**config.mk**
```make
export PLATFORM = sky130hd
export DESIGN_NAME = mc_main_ctrl
export DESIGN_NICKNAME = d
export VERILOG_FILES = /design/src/rtl/mc_pkg.sv /design/src/rtl/mc_alu_dec.sv /design/src/rtl/mc_main_ctrl.sv
export SDC_FILE = /design/constraint.sdc
export NUM_CORES = 1
export LEC_CHECK = 0
export ABC_AREA = 1
export CORE_MARGIN = 1
export CORE_UTILIZATION = 36
export CTS_CLUSTER_DIAMETER = 120
export DETAILED_ROUTE_END_ITERATION = 6
export HOLD_SLACK_MARGIN = 0.05
export PLACE_DENSITY_LB_ADDON = 0.25
export SYNTH_ARGS = -nofsm -noshare
export SYNTH_HDL_FRONTEND = slang
export SYNTH_SLANG_ARGS = --single-unit
```
**constraint.sdc**
```tcl
create_clock -name clk -period 1.2 [get_ports clk]
set_input_delay 0.18 -clock clk [delete_from_list [all_inputs] [get_ports clk]]
set_output_delay 0.18 -clock clk [all_outputs]
set_load 0.03 [all_outputs]
```
**src/rtl/mc_pkg.sv**
```systemverilog
// rtl/mc_pkg.sv - shared states, opcode/funct constants and control encodings for mc_main_ctrl
package mc_pkg;

  // Controller states; encodings 14 and 15 are unused and recover to FETCH
  typedef enum logic [3:0] {
    FETCH  = 4'd0,
    DECODE = 4'd1,
    MEMADR = 4'd2,
    MEMRD  = 4'd3,
    MEMWB  = 4'd4,
    MEMWR  = 4'd5,
    RTYPE  = 4'd6,
    ALUWB  = 4'd7,
    BEQ    = 4'd8,
    ADDI   = 4'd9,
    LOGI   = 4'd10,
    IMMWB  = 4'd11,
    JUMP   = 4'd12,
    BNE    = 4'd13
  } state_t;

  // Opcodes (IR[31:26])
  localparam logic [5:0] OP_RTYPE = 6'b000000;
  localparam logic [5:0] OP_LW    = 6'b100011;
  localparam logic [5:0] OP_SW    = 6'b101011;
  localparam logic [5:0] OP_BEQ   = 6'b000100;
  localparam logic [5:0] OP_BNE   = 6'b000101;
  localparam logic [5:0] OP_ADDI  = 6'b001000;
  localparam logic [5:0] OP_ANDI  = 6'b001100;
  localparam logic [5:0] OP_ORI   = 6'b001101;
  localparam logic [5:0] OP_J     = 6'b000010;

  // R-type funct codes (IR[5:0])
  localparam logic [5:0] FN_ADD = 6'b100000;
  localparam logic [5:0] FN_SUB = 6'b100010;
  localparam logic [5:0] FN_AND = 6'b100100;
  localparam logic [5:0] FN_OR  = 6'b100101;
  localparam logic [5:0] FN_SLT = 6'b101010;

  // ALU control encodings
  localparam logic [2:0] ALU_ADD = 3'b010;
  localparam logic [2:0] ALU_SUB = 3'b110;
  localparam logic [2:0] ALU_AND = 3'b000;
  localparam logic [2:0] ALU_OR  = 3'b001;
  localparam logic [2:0] ALU_SLT = 3'b111;

  // ALU B-operand select
  localparam logic [1:0] SRCB_B     = 2'b00;
  localparam logic [1:0] SRCB_FOUR  = 2'b01;
  localparam logic [1:0] SRCB_IMM   = 2'b10;
  localparam logic [1:0] SRCB_IMMSH = 2'b11;

  // Next-PC source select
  localparam logic [1:0] PCSRC_ALU    = 2'b00;
  localparam logic [1:0] PCSRC_ALUOUT = 2'b01;
  localparam logic [1:0] PCSRC_JUMP   = 2'b10;

endpackage

```
**src/rtl/mc_alu_dec.sv**
```systemverilog
// rtl/mc_alu_dec.sv - op/funct to ALU control decode with unsupported-funct flag
import mc_pkg::*;

module mc_alu_dec #(
  parameter int OPW   = 6,
  parameter int ALUCW = 3
) (
  input  logic [OPW-1:0]   op,
  input  logic [OPW-1:0]   funct,
  output logic [ALUCW-1:0] alu_ctrl,
  output logic             funct_bad
);

  // R-type uses funct, logical immediates use op, everything else adds
  always_comb begin
    alu_ctrl  = ALU_ADD;
    funct_bad = 1'b0;
    case (op)
      OP_RTYPE: begin
        case (funct)
          FN_ADD:  alu_ctrl = ALU_ADD;
          FN_SUB:  alu_ctrl = ALU_SUB;
          FN_AND:  alu_ctrl = ALU_AND;
          FN_OR:   alu_ctrl = ALU_OR;
          FN_SLT:  alu_ctrl = ALU_SLT;
          default: funct_bad = 1'b1;
        endcase
      end
      OP_ANDI: alu_ctrl = ALU_AND;
      OP_ORI:  alu_ctrl = ALU_OR;
      default: alu_ctrl = ALU_ADD;
    endcase
  end

endmodule

```
**src/rtl/mc_main_ctrl.sv**
```systemverilog
// rtl/mc_main_ctrl.sv - multi-cycle MIPS main controller FSM; MC_BNE_EN adds bne and pc_write_cond_n
import mc_pkg::*;

module mc_main_ctrl #(
  parameter int OPW   = 6,
  parameter int ALUCW = 3
) (
  input  logic             clk,
  input  logic             rst,
  input  logic [OPW-1:0]   op,
  input  logic [OPW-1:0]   funct,
  input  logic             mem_ready,
  output logic             pc_write,
  output logic             pc_write_cond,
`ifdef MC_BNE_EN
  output logic             pc_write_cond_n,
`endif
  output logic             i_or_d,
  output logic             mem_read,
  output logic             mem_write,
  output logic             ir_write,
  output logic             mem_to_reg,
  output logic             reg_dst,
  output logic             reg_write,
  output logic             alu_src_a,
  output logic [1:0]       alu_src_b,
  output logic [ALUCW-1:0] alu_ctrl,
  output logic [1:0]       pc_src,
  output logic             ext_zero,
  output logic             illegal,
  output logic [3:0]       state_o
);

  state_t             state, state_nxt;
  logic               ext_flag;
  logic [ALUCW-1:0]   dec_ctrl;
  logic               dec_bad;

  mc_alu_dec #(.OPW(OPW), .ALUCW(ALUCW)) u_alu_dec (
    .op        (op),
    .funct     (funct),
    .alu_ctrl  (dec_ctrl),
    .funct_bad (dec_bad)
  );

  // State register
  always_ff @(posedge clk or negedge rst) begin
    if (!rst) state <= FETCH;
    else      state <= state_nxt;
  end

  // Remember the extender mode so IMMWB keeps the extender output stable
  always_ff @(posedge clk or negedge rst) begin
    if (!rst) ext_flag <= 1'b0;
    else      ext_flag <= ext_zero;
  end

  // Next-state and Moore strobes; enables are squashed while in reset
  always_comb begin
    state_nxt     = FETCH;
    pc_write      = 1'b0;
    pc_write_cond = 1'b0;
`ifdef MC_BNE_EN
    pc_write_cond_n = 1'b0;
`endif
    i_or_d        = 1'b0;
    mem_read      = 1'b0;
    mem_write     = 1'b0;
    ir_write      = 1'b0;
    mem_to_reg    = 1'b0;
    reg_dst       = 1'b0;
    reg_write     = 1'b0;
    alu_src_a     = 1'b0;
    alu_src_b     = SRCB_B;
    alu_ctrl      = ALU_ADD;
    pc_src        = PCSRC_ALU;
    ext_zero      = 1'b0;
    illegal       = 1'b0;

    case (state)
      FETCH: begin
        mem_read  = 1'b1;
        alu_src_b = SRCB_FOUR;
        pc_write  = mem_ready;
        ir_write  = mem_ready;
        state_nxt = mem_ready ? DECODE : FETCH;
      end
      DECODE: begin
        alu_src_b = SRCB_IMMSH;
        case (op)
          OP_RTYPE:      state_nxt = RTYPE;
          OP_LW, OP_SW:  state_nxt = MEMADR;
          OP_BEQ:        state_nxt = BEQ;
`ifdef MC_BNE_EN
          OP_BNE:        state_nxt = BNE;
`endif
          OP_ADDI:       state_nxt = ADDI;
          OP_ANDI, OP_ORI: state_nxt = LOGI;
          OP_J:          state_nxt = JUMP;
          default: begin
            illegal   = 1'b1;
            state_nxt = FETCH;
          end
        endcase
      end
      MEMADR: begin
        alu_src_a = 1'b1;
        alu_src_b = SRCB_IMM;
        state_nxt = (op == OP_LW) ? MEMRD : MEMWR;
      end
      MEMRD: begin
        mem_read  = 1'b1;
        i_or_d    = 1'b1;
        state_nxt = mem_ready ? MEMWB : MEMRD;
      end
      MEMWB: begin
        reg_write  = 1'b1;
        mem_to_reg = 1'b1;
        state_nxt  = FETCH;
      end
      MEMWR: begin
        mem_write = 1'b1;
        i_or_d    = 1'b1;
        state_nxt = mem_ready ? FETCH : MEMWR;
      end
      RTYPE: begin
        alu_src_a = 1'b1;
        alu_ctrl  = dec_ctrl;
        illegal   = dec_bad;
        state_nxt = dec_bad ? FETCH : ALUWB;
      end
      ALUWB: begin
        reg_write = 1'b1;
        reg_dst   = 1'b1;
        state_nxt = FETCH;
      end
      BEQ: begin
        alu_src_a     = 1'b1;
        alu_ctrl      = ALU_SUB;
        pc_write_cond = 1'b1;
        pc_src        = PCSRC_ALUOUT;
        state_nxt     = FETCH;
      end
`ifdef MC_BNE_EN
      BNE: begin
        alu_src_a       = 1'b1;
        alu_ctrl        = ALU_SUB;
        pc_write_cond_n = 1'b1;
        pc_src          = PCSRC_ALUOUT;
        state_nxt       = FETCH;
      end
`endif
      ADDI: begin
        alu_src_a = 1'b1;
        alu_src_b = SRCB_IMM;
        alu_ctrl  = ALU_ADD;
        state_nxt = IMMWB;
      end
      LOGI: begin
        alu_src_a = 1'b1;
        alu_src_b = SRCB_IMM;
        ext_zero  = 1'b1;
        alu_ctrl  = dec_ctrl;
        state_nxt = IMMWB;
      end
      IMMWB: begin
        reg_write = 1'b1;
        ext_zero  = ext_flag;
        state_nxt = FETCH;
      end
      JUMP: begin
        pc_write  = 1'b1;
        pc_src    = PCSRC_JUMP;
        state_nxt = FETCH;
      end
      default: state_nxt = FETCH;
    endcase

    if (!rst) begin
      pc_write      = 1'b0;
      pc_write_cond = 1'b0;
`ifdef MC_BNE_EN
      pc_write_cond_n = 1'b0;
`endif
      ir_write      = 1'b0;
      reg_write     = 1'b0;
      mem_read      = 1'b0;
      mem_write     = 1'b0;
      illegal       = 1'b0;
    end
  end

  assign state_o = state;

endmodule

```
# Yosys cells after proc, flatten, opt, wreduce, memory -nomap -nowiden
# Cells that the tools add are included.
[totals]
ff_bits = 5
out_inout_bits = 23
[op_classes]
eq_ne = 24
n_reduce_logical = 13
mux = 34
[ops]
columns = ["cell", "count"]
rows = [
  ["$eq A6 B6 Y1 const B", 7],
  ["$pmux W4 S7", 1],
  ["$pmux W4 S6", 1],
  ["$eq A4 B4 Y1 const B", 5],
  ["$mux W1", 20],
  ["$eq A6 B4 Y1 const B", 3],
  ["$eq A4 B3 Y1 const B", 4],
  ["$mux W3", 4],
  ["$pmux W3 S4", 1],
  ["$reduce_or A2 Y1", 6],
  ["$reduce_or A5 Y1", 2],
  ["$pmux W3 S3", 1],
  ["$eq A4 B2 Y1 const B", 2],
  ["$reduce_or A8 Y1", 1],
  ["$eq A6 B2 Y1 const B", 1],
  ["$eq A6 B3 Y1 const B", 1],
  ["$logic_not A6 Y1", 1],
  ["$pmux W1 S2", 3],
  ["$pmux W2 S3", 1],
  ["$pmux W3 S2", 1],
  ["$reduce_or A3 Y1", 2],
  ["$eq A4 B1 Y1 const B", 1],
  ["$logic_not A4 Y1", 1],
  ["$pmux W2 S2", 1],
]

# Depth between registers and ports, before layout
# Gate-level depths: netlist of run 1.
[depth]
depth_word = 6
depth_mapped = 9

# By module
# A second synthesis of run 1 with hierarchy kept.
[unflattened]
hier_cells = 149
hier_area_um2 = 818.3
[modules_own_cells]
columns = ["mod", "instances", "area_per_inst_um2", "cells_each"]
rows = [
  ["mc_main_ctrl", 1, 594.3, 109],
  ["mc_alu_dec", 1, 224.0, 40],
]

# Worst setup path before layout of run 1
# No wires, ideal clock.
[synth_timing]
kind = "reg-to-output"
startpoint = "reg state[3], in the netlist state_o[3]"
endpoint = "out pc_write_cond"
path_buffers = 0
arrival_time_ns = 1.668
stages_incl_launch_ff = 7
path_slack_ns = -0.648
cell_sequence = "dfrtp_1 inv_2 nor2_2 inv_1 nor2_2 inv_1 nor2_1"
[synth_via]
elab_chain_len = 3
[synth_rtl]
columns = ["element", "line", "text"]
rows = [
  ["start, declared", "mc_main_ctrl.sv:34", "state_t state, state_nxt;"],
  ["start signal, assigned", "mc_main_ctrl.sv:49", "else state <= state_nxt;"],
  ["$eq A4 B4 Y1", "mc_main_ctrl.sv:80", "case (state)"],
  ["$mux W1", "mc_main_ctrl.sv:80", ""],
  ["$mux W1", "mc_main_ctrl.sv:179", "if (!rst) begin"],
  ["end, declared", "mc_main_ctrl.sv:14", "output logic pc_write_cond,"],
]
# Every way passes these cells.

# Worst setup path in the final report of run 1
[layout_timing]
startpoint = "reg state[0], in the netlist state_o[0]"
endpoint = "out illegal"
[layout_via]
elab_chain_len = 3
word_cells_on_any_way = 4
cone_classes = "2 x eq/ne; 2 x mux"
[layout_rtl]
columns = ["element", "line", "text"]
rows = [
  ["$eq A4 B3 Y1 / $eq A4 B1 Y1 (equally long branches)", "mc_main_ctrl.sv:80", ""],
  ["$pmux W1 S2 *", "mc_main_ctrl.sv:80", ""],
  ["$mux W1 *", "mc_main_ctrl.sv:179", ""],
  ["end, declared", "mc_main_ctrl.sv:30", "output logic illegal,"],
]
# Mark *: on every way between the ends. The rest lies on a longest branch, timed or not.

==> flow_summary.toml, run 1 <==
[outcome]
outcome = "complete, but fails checks"
violations = "setup timing"

[yosys]
synthTopCellsByArea = "dfrtp_1, nand2_1, nor2_1"
synth-simple-area-share = 0.599
synth_top_family_by_area = "simple AND/OR/NAND/NOR gates"
syn_avg_cell_area_um2 = 5.43
synth_compound_area_frac = 0.0925
syn_inst = 142
synth-seq-cells = 5
synth-warning-count = 0
synth_fa_ha_area_frac = 0
yosys.area.top_type = "dfrtp_1"
netlist_area_um2 = 771
synth_mux_area_frac = 0
seq_area_frac_synth = 0.162
yosysUniqueCellTypes = 18
synth_top_area_frac = 0.162
synth_xor_area_frac = 0
synthesis.nets = 157

[critical_path]
reg2reg_slack_ps = -170
worstPathArrival_ps = 1490
start_kind = "flop"
endpoint_kind = "output pin"
r2r_cells = 9
worstSetupPathType = "flop to output pin"
required_ps = 1020
critPathMaxFanout = 4
r2r-start = "state_o[0]$_DFF_PN0_"
rr_endpoint = "state_o[0]$_DFF_PN0_"

[grt]
grt.met3_usage = 0.0370
met1_usage = 0.263
grt_max_degree = 7
globalRoute.busiestLayer = "met2"
grt_pass1_wl_um = 4570
grt_antenna_before_repair = 0
grt_util_met2 = 0.600
grt_overflow = 0
grt_pass1_vias = 1150
grtUsageTotal = 0.282

[die]
rows = 16
die_area_um2 = 2330
die_x_um = 48.3
fp.dieH_um = 48.3
core_area_um2 = 1980
initial_core_util = 0.389
io_pins = 38

[power]
power_frac_comb = 0.791
pwr-share-seq = 0.119
peakVddDrop_v = 0.000950
p_sw_frac = 0.519
p_total_mw = 2.30
clkPwrFrac = 0.090
p_per_area_nw_per_um2 = 1270
internal_power_mw = 1.11
power.switching_mw = 1.19
p_leak_nw = 0.930

[layout]
drive_gt1_frac = 0.640
final_area_um2 = 1820
fillCellCount = 82
antenna_cells = 0
area_growth_pct = 136
nets = 244

[route]
vias_per_cell = 5.32
drc = 0
dr_total_vias = 1357
drtIter0Drc = 33
dr.pass1.iters = 4
wl_per_cell_um = 14.9
ant_nets = 0
wirelength_um = 3800

[placement]
portBuffers = 37
finalWeightedCongestion = 0.837
hpwl_um = 2210
dp_worst_setup_slack_ps = -581
placed_area_um2 = 1550

[timing]
final_max_slew_viol_count = 0
hold_violations = 0
fin_ws_ps = -472
whs_ps = 240
fin_crit_ps = 1670
clock_skew_ps = 3.00
setup_viol = 25
tightest_slew_ps = 228
setup-tns-final_ps = -7340
max_slew_margin = 0.846
fmax_ghz = 0.598
fin_crit_sh = 1.39
rsz0062_at_grt = "yes"

[clocking]
numCtsBuffers = 3
clock_latency_ps = 250
cts_tree = "built"
cts_root_buf = "clkbuf_4"
path_clk_slew_ps = 50
cts_hold_buffers = 0
clk_path_buf_depth = 2
h-tree-depth = 1
clock-sinks = 5

[worst_hold_path]
hp-class = "primary input to asynchronous set/reset pin"

[flow_run]
cap_violations = 0
[cell usage after synthesis]
library cell and count:
o21ai_1 3, a21oi_2 1, nor2b_1 1, nand4_1 6, nor2_2 8, a211oi_1 1
nor3_1 2, inv_1 19, a21oi_1 5, inv_2 11, nand3_1 15, nor2_4 3
nand2_4 2, nand2_1 27, dfrtp_1 5, o21ai_0 3, nand2_2 5, nor2_1 25
[layout make-up]
cell class / instances / area (µm²) / area share
Inverter: 30 / 120 / 0.0660
Clock buffer: 4 / 26.3 / 0.0144
Tap cell: 27 / 33.8 / 0.0186
Timing Repair Buffer: 82 / 734 / 0.403
Multi-Input combinational cell: 107 / 776 / 0.426
Sequential cell: 5 / 130 / 0.0715
[cells in the final DEF, fill, tap and decap left out, types with 6 or more instances in the layout]
cell type       n
nand3_1        11
nand2_4         8
dlygate4sd2_1  12
nor2_4         15
buf_4          44
buf_6          23
inv_1          12
nand4_1         6
nand2_2         9
nand2_1        17
inv_2          15
nor2_2          8
nor2_1         13
[registers in the layout, summed over array words and instances, names as in the netlist]
signal	count
ext_flag	1
state_o	4
[layer usage]
layer	vias up	share of wire	routed length, µm
li1	628	-	-
met1	631	0.35	1340
met2	72	0.55	2100
met3	26	0.046	175
met4	0	0.049	186
met5	-	0	0
[worst max path at each step]
stage | start | endpoint | depth (start not counted)
after CTS | state_o[2]$_DFF_PN0_ | illegal | 8
after detailed placement | op[2] | alu_ctrl[2] | 7
after floorplan | state_o[3]$_DFF_PN0_ | pc_write_cond | 6
final | state_o[0]$_DFF_PN0_ | illegal | 8
after global placement | op[2] | alu_ctrl[2] | 7
after global routing | state_o[0]$_DFF_PN0_ | illegal | 8
[timing repair]
action                     in CTS  in global routing
pin swaps                      20                  8
setup endpoints to repair      22                 25
buffers inserted                3                  5
resized for setup              52                 22
[power by group through the flow]
stage                     combinational [mW]  sequential [mW]  clock, mW
final                                   1.82            0.275      0.206
after global routing                    1.93            0.280      0.231
after CTS                               1.59            0.262      0.199
after detailed placement                1.47            0.257          0
after global placement                  1.44            0.257          0
after floorplan                        0.754            0.329          0
[critical path, cell delays in order, from the launching register on]
cell     delay (ps)
dfrtp_2         440
inv_2           110
nand2_2          90
inv_2            80
nand2_2          70
inv_2            80
nand3_2          90
a21oi_4         140
buf_6           140
[per-stage QoR]
| step | instances | utilization |
|---|---|---|
| after CTS | 251 | 0.868 |
| after detailed placement | 244 | 0.783 |
| after global routing | 255 | 0.919 |
| after global placement | 244 | 0.783 |
| after floorplan | 142 | - |
| final | 255 | 0.919 |
[logic make-up (layout without fill, tap and decap cells)]
family / Yosys count / in the layout
simple gates: 94 / 94
buf+inv: 30 / 116
compound gates: 13 / 13
flops: 5 / 5
Note: power is estimated with default switching activity, not from simulation.
==> run 2, diff against run 1 <==
--- a/config.mk
+++ b/config.mk
@@ -11,7 +11,7 @@
 export CTS_CLUSTER_DIAMETER = 120
 export DETAILED_ROUTE_END_ITERATION = 6
 export HOLD_SLACK_MARGIN = 0.05
-export PLACE_DENSITY_LB_ADDON = 0.25
+export PLACE_DENSITY = 0.76
 export SYNTH_ARGS = -nofsm -noshare
 export SYNTH_HDL_FRONTEND = slang
 export SYNTH_SLANG_ARGS = --single-unit
==> run 2 against run 1 <==
The run still ends with setup timing left. Die area did not move. Final cell count decreased by 0.39%. Clock-buffer cell count stayed put. Worst setup slack lost 140 ps. Sequential share of layout area down 0.24 points. Total power up 10%. Combinational power increased by 10%. Clock power up 17%. Critical path depth up 2. Core utilization grew 3.2 points. Fmax down 7.9%. Critical path type is now flop to flop. Critical endpoint is now state_o[2]$_DFF_PN0_.
==> flow_summary.toml, run 2 (same netlist as run 1, synthesis figures left out) <==
[critical_path]
reg2reg_slack_ps = -620
cp_slowest_stage_delay_ps = 480
r2r_cells = 10
cpLargestDelayFamily = "buffers and inverters"
worstPathArrival_ps = 1940
critPathCapture = "state_o[2]$_DFF_PN0_"
cp_num_cells = 10
r2r-start = "state_o[2]$_DFF_PN0_"
path_cells = "buf_6, nand2_4, buf_4, nor2_4, buf_4, buf_4, nand2_2, o21ai_1, a21oi_1, nand3_1"
rr_endpoint = "state_o[2]$_DFF_PN0_"
required_ps = 1320
worstSetupPathType = "flop to flop"
timing.critical_path.mode_cell = "buf_4"
crit_start = "state_o[2]$_DFF_PN0_"
endpoint_kind = "flop"
cp_num_buf_inv = 4
critPathMaxFanout = 5
start_kind = "flop"
slowest_stage = "dfrtp_2"

[timing]
fmax_ghz = 0.551
final_max_slew_viol_count = 0
max_slew_margin = 0.832
fin_ws_ps = -616
hold_violations = 0
clock_skew_ps = 18.6
setup-tns-final_ps = -9500
whs_ps = 227
fin_crit_ps = 1820
tightest_slew_ps = 249
rsz0062_at_grt = "yes"
setup_viol = 26
fin_crit_sh = 1.51

[grt]
grt_overflow = 0
grt_pass1_vias = 1234
grt_antenna_before_repair = 0
grt_max_degree = 7
grtUsageTotal = 0.311
grt_pass1_wl_um = 5010

[layout]
seqCellArea_um2 = 130
nets = 243
area_growth_pct = 144
multiInputGateArea_um2 = 820
largest_reg_flops = 4
antenna_cells = 0
drive_gt1_frac = 0.643
final_cell_mix = "buf_4, buf_6, nor2_4, nand2_1, inv_2"
layout_commonest_cell = "buf_4"
fillCellCount = 56
stdcell_count = 254

[route]
ant_nets = 0
vias_per_cell = 6.26
drtIter0Drc = 169
wirelength_um = 5570
drc = 0
dr_total_vias = 1590
dr.pass1.iters = 7
wl_per_cell_um = 21.9

[clocking]
numCtsBuffers = 3
path_clk_slew_ps = 70
clock-sinks = 5
clock_latency_ps = 280
h-tree-depth = 1
clk_path_buf_depth = 2
cts_tree = "built"
cts_root_buf = "clkbuf_4"

[die]
die_x_um = 48.3
rows = 16
die_area_um2 = 2330
io_pins = 38
fp.dieH_um = 48.3
core_area_um2 = 1980
initial_core_util = 0.389

[placement]
portBuffers = 37
hpwl_um = 2260
finalWeightedCongestion = 0.899
dp.cells = 242

[power]
peakVddDrop_v = 0.00118
p_leak_nw = 0.962
p_per_area_nw_per_um2 = 1340

[outcome]
violations = "setup timing"
outcome = "complete, but fails checks"

[worst_hold_path]
hp-class = "primary input to asynchronous set/reset pin"

[flow_run]
cap_violations = 0
-- run 2: cell types whose count changed in the layout (fill, tap and decap cells not counted), sizes merged --
| cell | delta |
|---|---|
| buf | -1 |
-- run 2: per-stage QoR --
stage | util | cell area, µm² | power, mW | setup slack [ps]
after global placement | 0.782 | 1550 | 1.69 | -541
after global routing | 0.951 | 1880 | 2.63 | -673
after floorplan | - | 908 | 1.08 | -244
final | 0.951 | 1880 | 2.53 | -616
after CTS | 0.887 | 1760 | 2.12 | -378
after detailed placement | 0.782 | 1550 | 1.71 | -599
-- run 2: how the worst min path moves through the flow --
stage / from / end / slack, ps / cells past startpoint
floorplan: rst / ext_flag$_DFF_PN0_ / -120 / 0
global placement: rst / ext_flag$_DFF_PN0_ / 480 / 2
detailed placement: rst / ext_flag$_DFF_PN0_ / 520 / 2
CTS: rst / state_o[3]$_DFF_PN0_ / 260 / 2
global route: rst / state_o[3]$_DFF_PN0_ / 220 / 2
finish: rst / state_o[3]$_DFF_PN0_ / 230 / 2
-- run 2: repair_timing --
item,4_1_cts,5_1_grt
endpoints found under the setup margin,22,25
hold buffers,0,0
gates resized for setup,60,25
setup buffers,5,6
pin swaps,20,10
-- run 2: final cells by class --
| cell class | instances | area share |
|---|---|---|
| inverters | 30 | 0.0637 |
| clock buffers | 4 | 0.0139 |
| flip-flops and latches | 5 | 0.0691 |
| well taps | 27 | 0.0179 |
| multi-input cells | 107 | 0.435 |
| repair buffers | 81 | 0.400 |
-- run 2: per-layer routing --
layer  share of wire  global-route usage
met1            0.34               0.303
met2            0.45               0.627
met3            0.13              0.0481
met4           0.082               0.133
met5               0                   0
-- run 2: power breakdown --
group / internal, mW / switching [mW]
combinational: 0.815 / 1.19
clock: 0.128 / 0.113
sequential: 0.208 / 0.0786
-- run 2: worst register-to-register path, cell delays in order, from the launching register on --
cell and delay, ps:
dfrtp_2 480, buf_6 150, nand2_4 70, buf_4 140
nor2_4 50, buf_4 130, buf_4 130, nand2_2 70
o21ai_1 80, a21oi_1 230, nand3_1 140
==> run 3, diff against run 2 <==
--- a/config.mk
+++ b/config.mk
@@ -7,11 +7,13 @@
 export LEC_CHECK = 0
 export ABC_AREA = 1
 export CORE_MARGIN = 1
-export CORE_UTILIZATION = 36
+export CORE_UTILIZATION = 37
 export CTS_CLUSTER_DIAMETER = 120
 export DETAILED_ROUTE_END_ITERATION = 6
 export HOLD_SLACK_MARGIN = 0.05
 export PLACE_DENSITY = 0.76
+export SKIP_CTS_REPAIR_TIMING = 1
 export SYNTH_ARGS = -nofsm -noshare
 export SYNTH_HDL_FRONTEND = slang
+export SYNTH_HIERARCHICAL = 1
 export SYNTH_SLANG_ARGS = --single-unit
==> run 3 against run 2 <==
The flow now stops in 5_1_grt. Synthesized area increased by 6.2%. Synthesized cell count increased by 4.9%.
==> flow_summary.toml, run 3 <==
[outcome]
outcome = "did not finish"
stop_stage = "5_1_grt"
stop_error = "[ERROR GRT-0232] Routing congestion too high. Check the congestion heatmap in the GUI."

[yosys]
synth-warning-count = 6
syn_inst = 149
synth-edff-count = 0
yosys.area.top_type = "dfrtp_1"
synthesis.nets = 164
async_flop_share = 1.00
syn_avg_cell_area_um2 = 5.49
synth-seq-cells = 5
synthFlopType = "dfrtp_1"
seq_area_frac_synth = 0.153
yosysUniqueCellTypes = 23
synth_common_cells = "inv_1, nand2_1, nor2_1"
netlist_area_um2 = 818
synth_top_area_frac = 0.153
synthTopCellsByArea = "dfrtp_1, inv_1, nand2_1"

[die]
io_pins = 38
fp.dieH_um = 49.0
rows = 16
initial_core_util = 0.405
die_x_um = 49.0

[grt]
grt_max_degree = 11
grtUsageTotal = 0.815
grt_overflow = 120

[clocking]
clk_path_buf_depth = 2
h-tree-depth = 1
clock-sinks = 5
cts_root_buf = "clkbuf_4"
numCtsBuffers = 3

[placement]
finalWeightedCongestion = 0.848
hpwl_um = 2330
portBuffers = 37

[timing]
grt_worst_setup_endpoint = "alu_ctrl[1]"
worstEpCategory = "top-level output"
## run 3: changes by cell type after synthesis, moves of 3 or more
cell,before,now
inv_1,19,29
inv_2,11,4
nand4_1,6,3
nor2_1,25,28
nor2_2,8,5
o21ai_1,3,0
## run 3: metal layers
metal  overflow  track usage
met5          0            0
met3          0        0.455
met2         89         1.11
met4         29        0.961
met1          2        0.801
## run 3: stage by stage
stage	worst slack, ps	instances	cell area, µm²
after floorplan	-253	149	953
after global placement	-966	250	1580
after detailed placement	-995	250	1580
after CTS	-994	254	1600
## run 3: logic make-up after synthesis
family,share of synthesized area
DFF,0.153
AOI/OAI and AO/OA,0.109
and+or+nand+nor,0.573
buffers and inverters,0.165
==> run 4, diff against run 3 <==
--- a/config.mk
+++ b/config.mk
@@ -6,12 +6,10 @@
 export NUM_CORES = 1
 export LEC_CHECK = 0
 export ABC_AREA = 1
-export CORE_MARGIN = 1
-export CORE_UTILIZATION = 37
-export CTS_CLUSTER_DIAMETER = 120
+export CORE_AREA = 2 2 63 65
 export DETAILED_ROUTE_END_ITERATION = 6
-export HOLD_SLACK_MARGIN = 0.05
-export PLACE_DENSITY = 0.76
+export DIE_AREA = 0 0 65 67
+export PLACE_DENSITY_LB_ADDON = 0.15
 export SKIP_CTS_REPAIR_TIMING = 1
 export SYNTH_ARGS = -nofsm -noshare
 export SYNTH_HDL_FRONTEND = slang
==> constraint.sdc (replaced) <==
create_clock -name clk -period 1.55 [get_ports clk]
set_input_delay 0.2325 -clock clk [delete_from_list [all_inputs] [get_ports clk]]
set_output_delay 0.2325 -clock clk [all_outputs]
set_load 0.03 [all_outputs]
==> run 4 against run 3 <==
The flow now finishes, with violations (setup timing). Synthesized cell count stayed put. Synthesized area stayed put.
==> flow_summary.toml, run 4 <==
[route]
dr_total_vias = 1164
wirelength_um = 2810
drtIter0Drc = 22
wl_per_cell_um = 9.98
dr.pass1.iters = 4
vias_per_cell = 4.13
drc = 0
ant_nets = 0

[layout]
final_area_um2 = 1830
stdcell_count = 282
largest_reg_flops = 4
antenna_cells = 0
layout_commonest_cell = "buf_4"
nets = 250
fillCellCount = 381
drive_gt1_frac = 0.568
area_growth_pct = 124
final_cell_mix = "buf_4, nand2_1, inv_1"

[timing]
clock_skew_ps = 0.537
max_slew_margin = 0.782
setup_viol = 10
fmax_ghz = 0.584
setup-tns-final_ps = -782
fin_ws_ps = -162
final_max_slew_viol_count = 0
rsz0062_at_grt = "yes"
fin_crit_ps = 1710
whs_ps = 318
hold_violations = 0
fin_crit_sh = 1.10
tightest_slew_ps = 327

[placement]
dp.cells = 266
placed_area_um2 = 1530
finalWeightedCongestion = 0.804
portBuffers = 37
hpwl_um = 2270

[yosys]
synth-seq-cells = 5
synthesis.nets = 164
netlist_area_um2 = 818
synthFlopType = "dfrtp_1"
synthTopCellsByArea = "dfrtp_1, inv_1, nand2_1"
yosysUniqueCellTypes = 23
synth_common_cells = "inv_1, nand2_1, nor2_1"
seq_area_frac_synth = 0.153
async_flop_share = 1.00
synth-edff-count = 0
synth_top_area_frac = 0.153
synth-warning-count = 6
syn_inst = 149
yosys.area.top_type = "dfrtp_1"
syn_avg_cell_area_um2 = 5.49

[clocking]
cts_root_buf = "clkbuf_8"
clk_path_buf_depth = 2
clock_latency_ps = 220
path_clk_slew_ps = 40
numCtsBuffers = 3
clock-sinks = 5
cts_tree = "built"
h-tree-depth = 1

[die]
initial_core_util = 0.227
rows = 22
io_pins = 38
die_x_um = 65
fp.dieH_um = 67
die_area_um2 = 4360
core_area_um2 = 3610

[critical_path]
slowest_stage = "dfrtp_1"
path_cells = "buf_6, inv_2, nand2_2, inv_2, nand2_2, inv_2, nand3_2, a21oi_4, buf_6"
cp_num_buf_inv = 5
required_ps = 1320
start_kind = "flop"
cpLargestDelayFamily = "buffers and inverters"
endpoint_kind = "output pin"
timing.critical_path.mode_cell = "inv_2"
worstPathArrival_ps = 1480
cp_slowest_stage_delay_ps = 420
critPathMaxFanout = 4
worstSetupPathType = "flop to output pin"

[outcome]
violations = "setup timing"
outcome = "complete, but fails checks"

[power]
p_total_mw = 1.73
p_per_area_nw_per_um2 = 943
peakVddDrop_v = 0.000289
p_leak_nw = 1.03

[grt]
grt_antenna_before_repair = 0
grt_pass1_vias = 1091
grt_max_degree = 11
grt_overflow = 0
grtUsageTotal = 0.131
grt_pass1_wl_um = 4470

[flow_run]
cap_violations = 0

[worst_hold_path]
hp-class = "primary input to asynchronous set/reset pin"
[run 4: cell counts after synthesis]
No cell type changed its count.
[run 4: routing by layer]
layer | up-vias | routed length [µm] | GRT usage
met2 | 30 | 1430 | 0.244
met1 | 503 | 1210 | 0.148
met5 | - | 0 | 0
li1 | 629 | - | -
met4 | 0 | 14 | 0.0319
met3 | 2 | 162 | 0.0355
[run 4: worst paths after layout]
path | start | endpoint | slack, ps | depth (start not counted)
worst max-delay path | state_o[2]$_DFF_PN0_ | illegal | -160 | 9
worst min-delay path | rst | ext_flag$_DFF_PN0_ | 320 | 2
worst max register to register | state_o[1]$_DFF_PN0_ | state_o[0]$_DFF_PN0_ | 110 | 9
worst min register to register | ext_flag$_DFF_PN0_ | ext_flag$_DFF_PN0_ | 530 | 2
max in group asynchronous | rst | state_o[3]$_DFF_PN0_ | 1110 | 2
min in group clk | op[5] | state_o[1]$_DFF_PN0_ | 510 | 4
[run 4: stage by stage]
step	util	setup slack, ps
global route	0.508	-234
detailed placement	0.424	-768
global placement	0.424	-729
CTS	0.437	-768
floorplan	-	-150
finish	0.508	-162
[run 4: logic make-up after synthesis]
group	count (synthesis)	share of synthesized area
AND/OR/NAND/NOR	96	0.573
AO/OA/AOI/OAI	14	0.109
flip-flops	5	0.153
buffers and inverters	34	0.165
[run 4: final cells by class]
| cell class | instances | area [µm²] | area share |
|---|---|---|---|
| timing repair buffer | 82 | 744 | 0.406 |
| sequential | 5 | 128 | 0.0697 |
| clock inverter | 1 | 5.00 | 0.00273 |
| tap | 48 | 60.1 | 0.0328 |
| clock buffer | 3 | 41.3 | 0.0225 |
| multi-input combinational | 110 | 729 | 0.398 |
| inverter | 33 | 124 | 0.0676 |
[run 4: report_power, final]
part / internal (mW) / leakage, nW / switching [mW]
Clock: 0.173 / 0.0255 / 0.0678
Sequential: 0.158 / 0.0647 / 0.0240
Combinational: 0.583 / 0.937 / 0.722
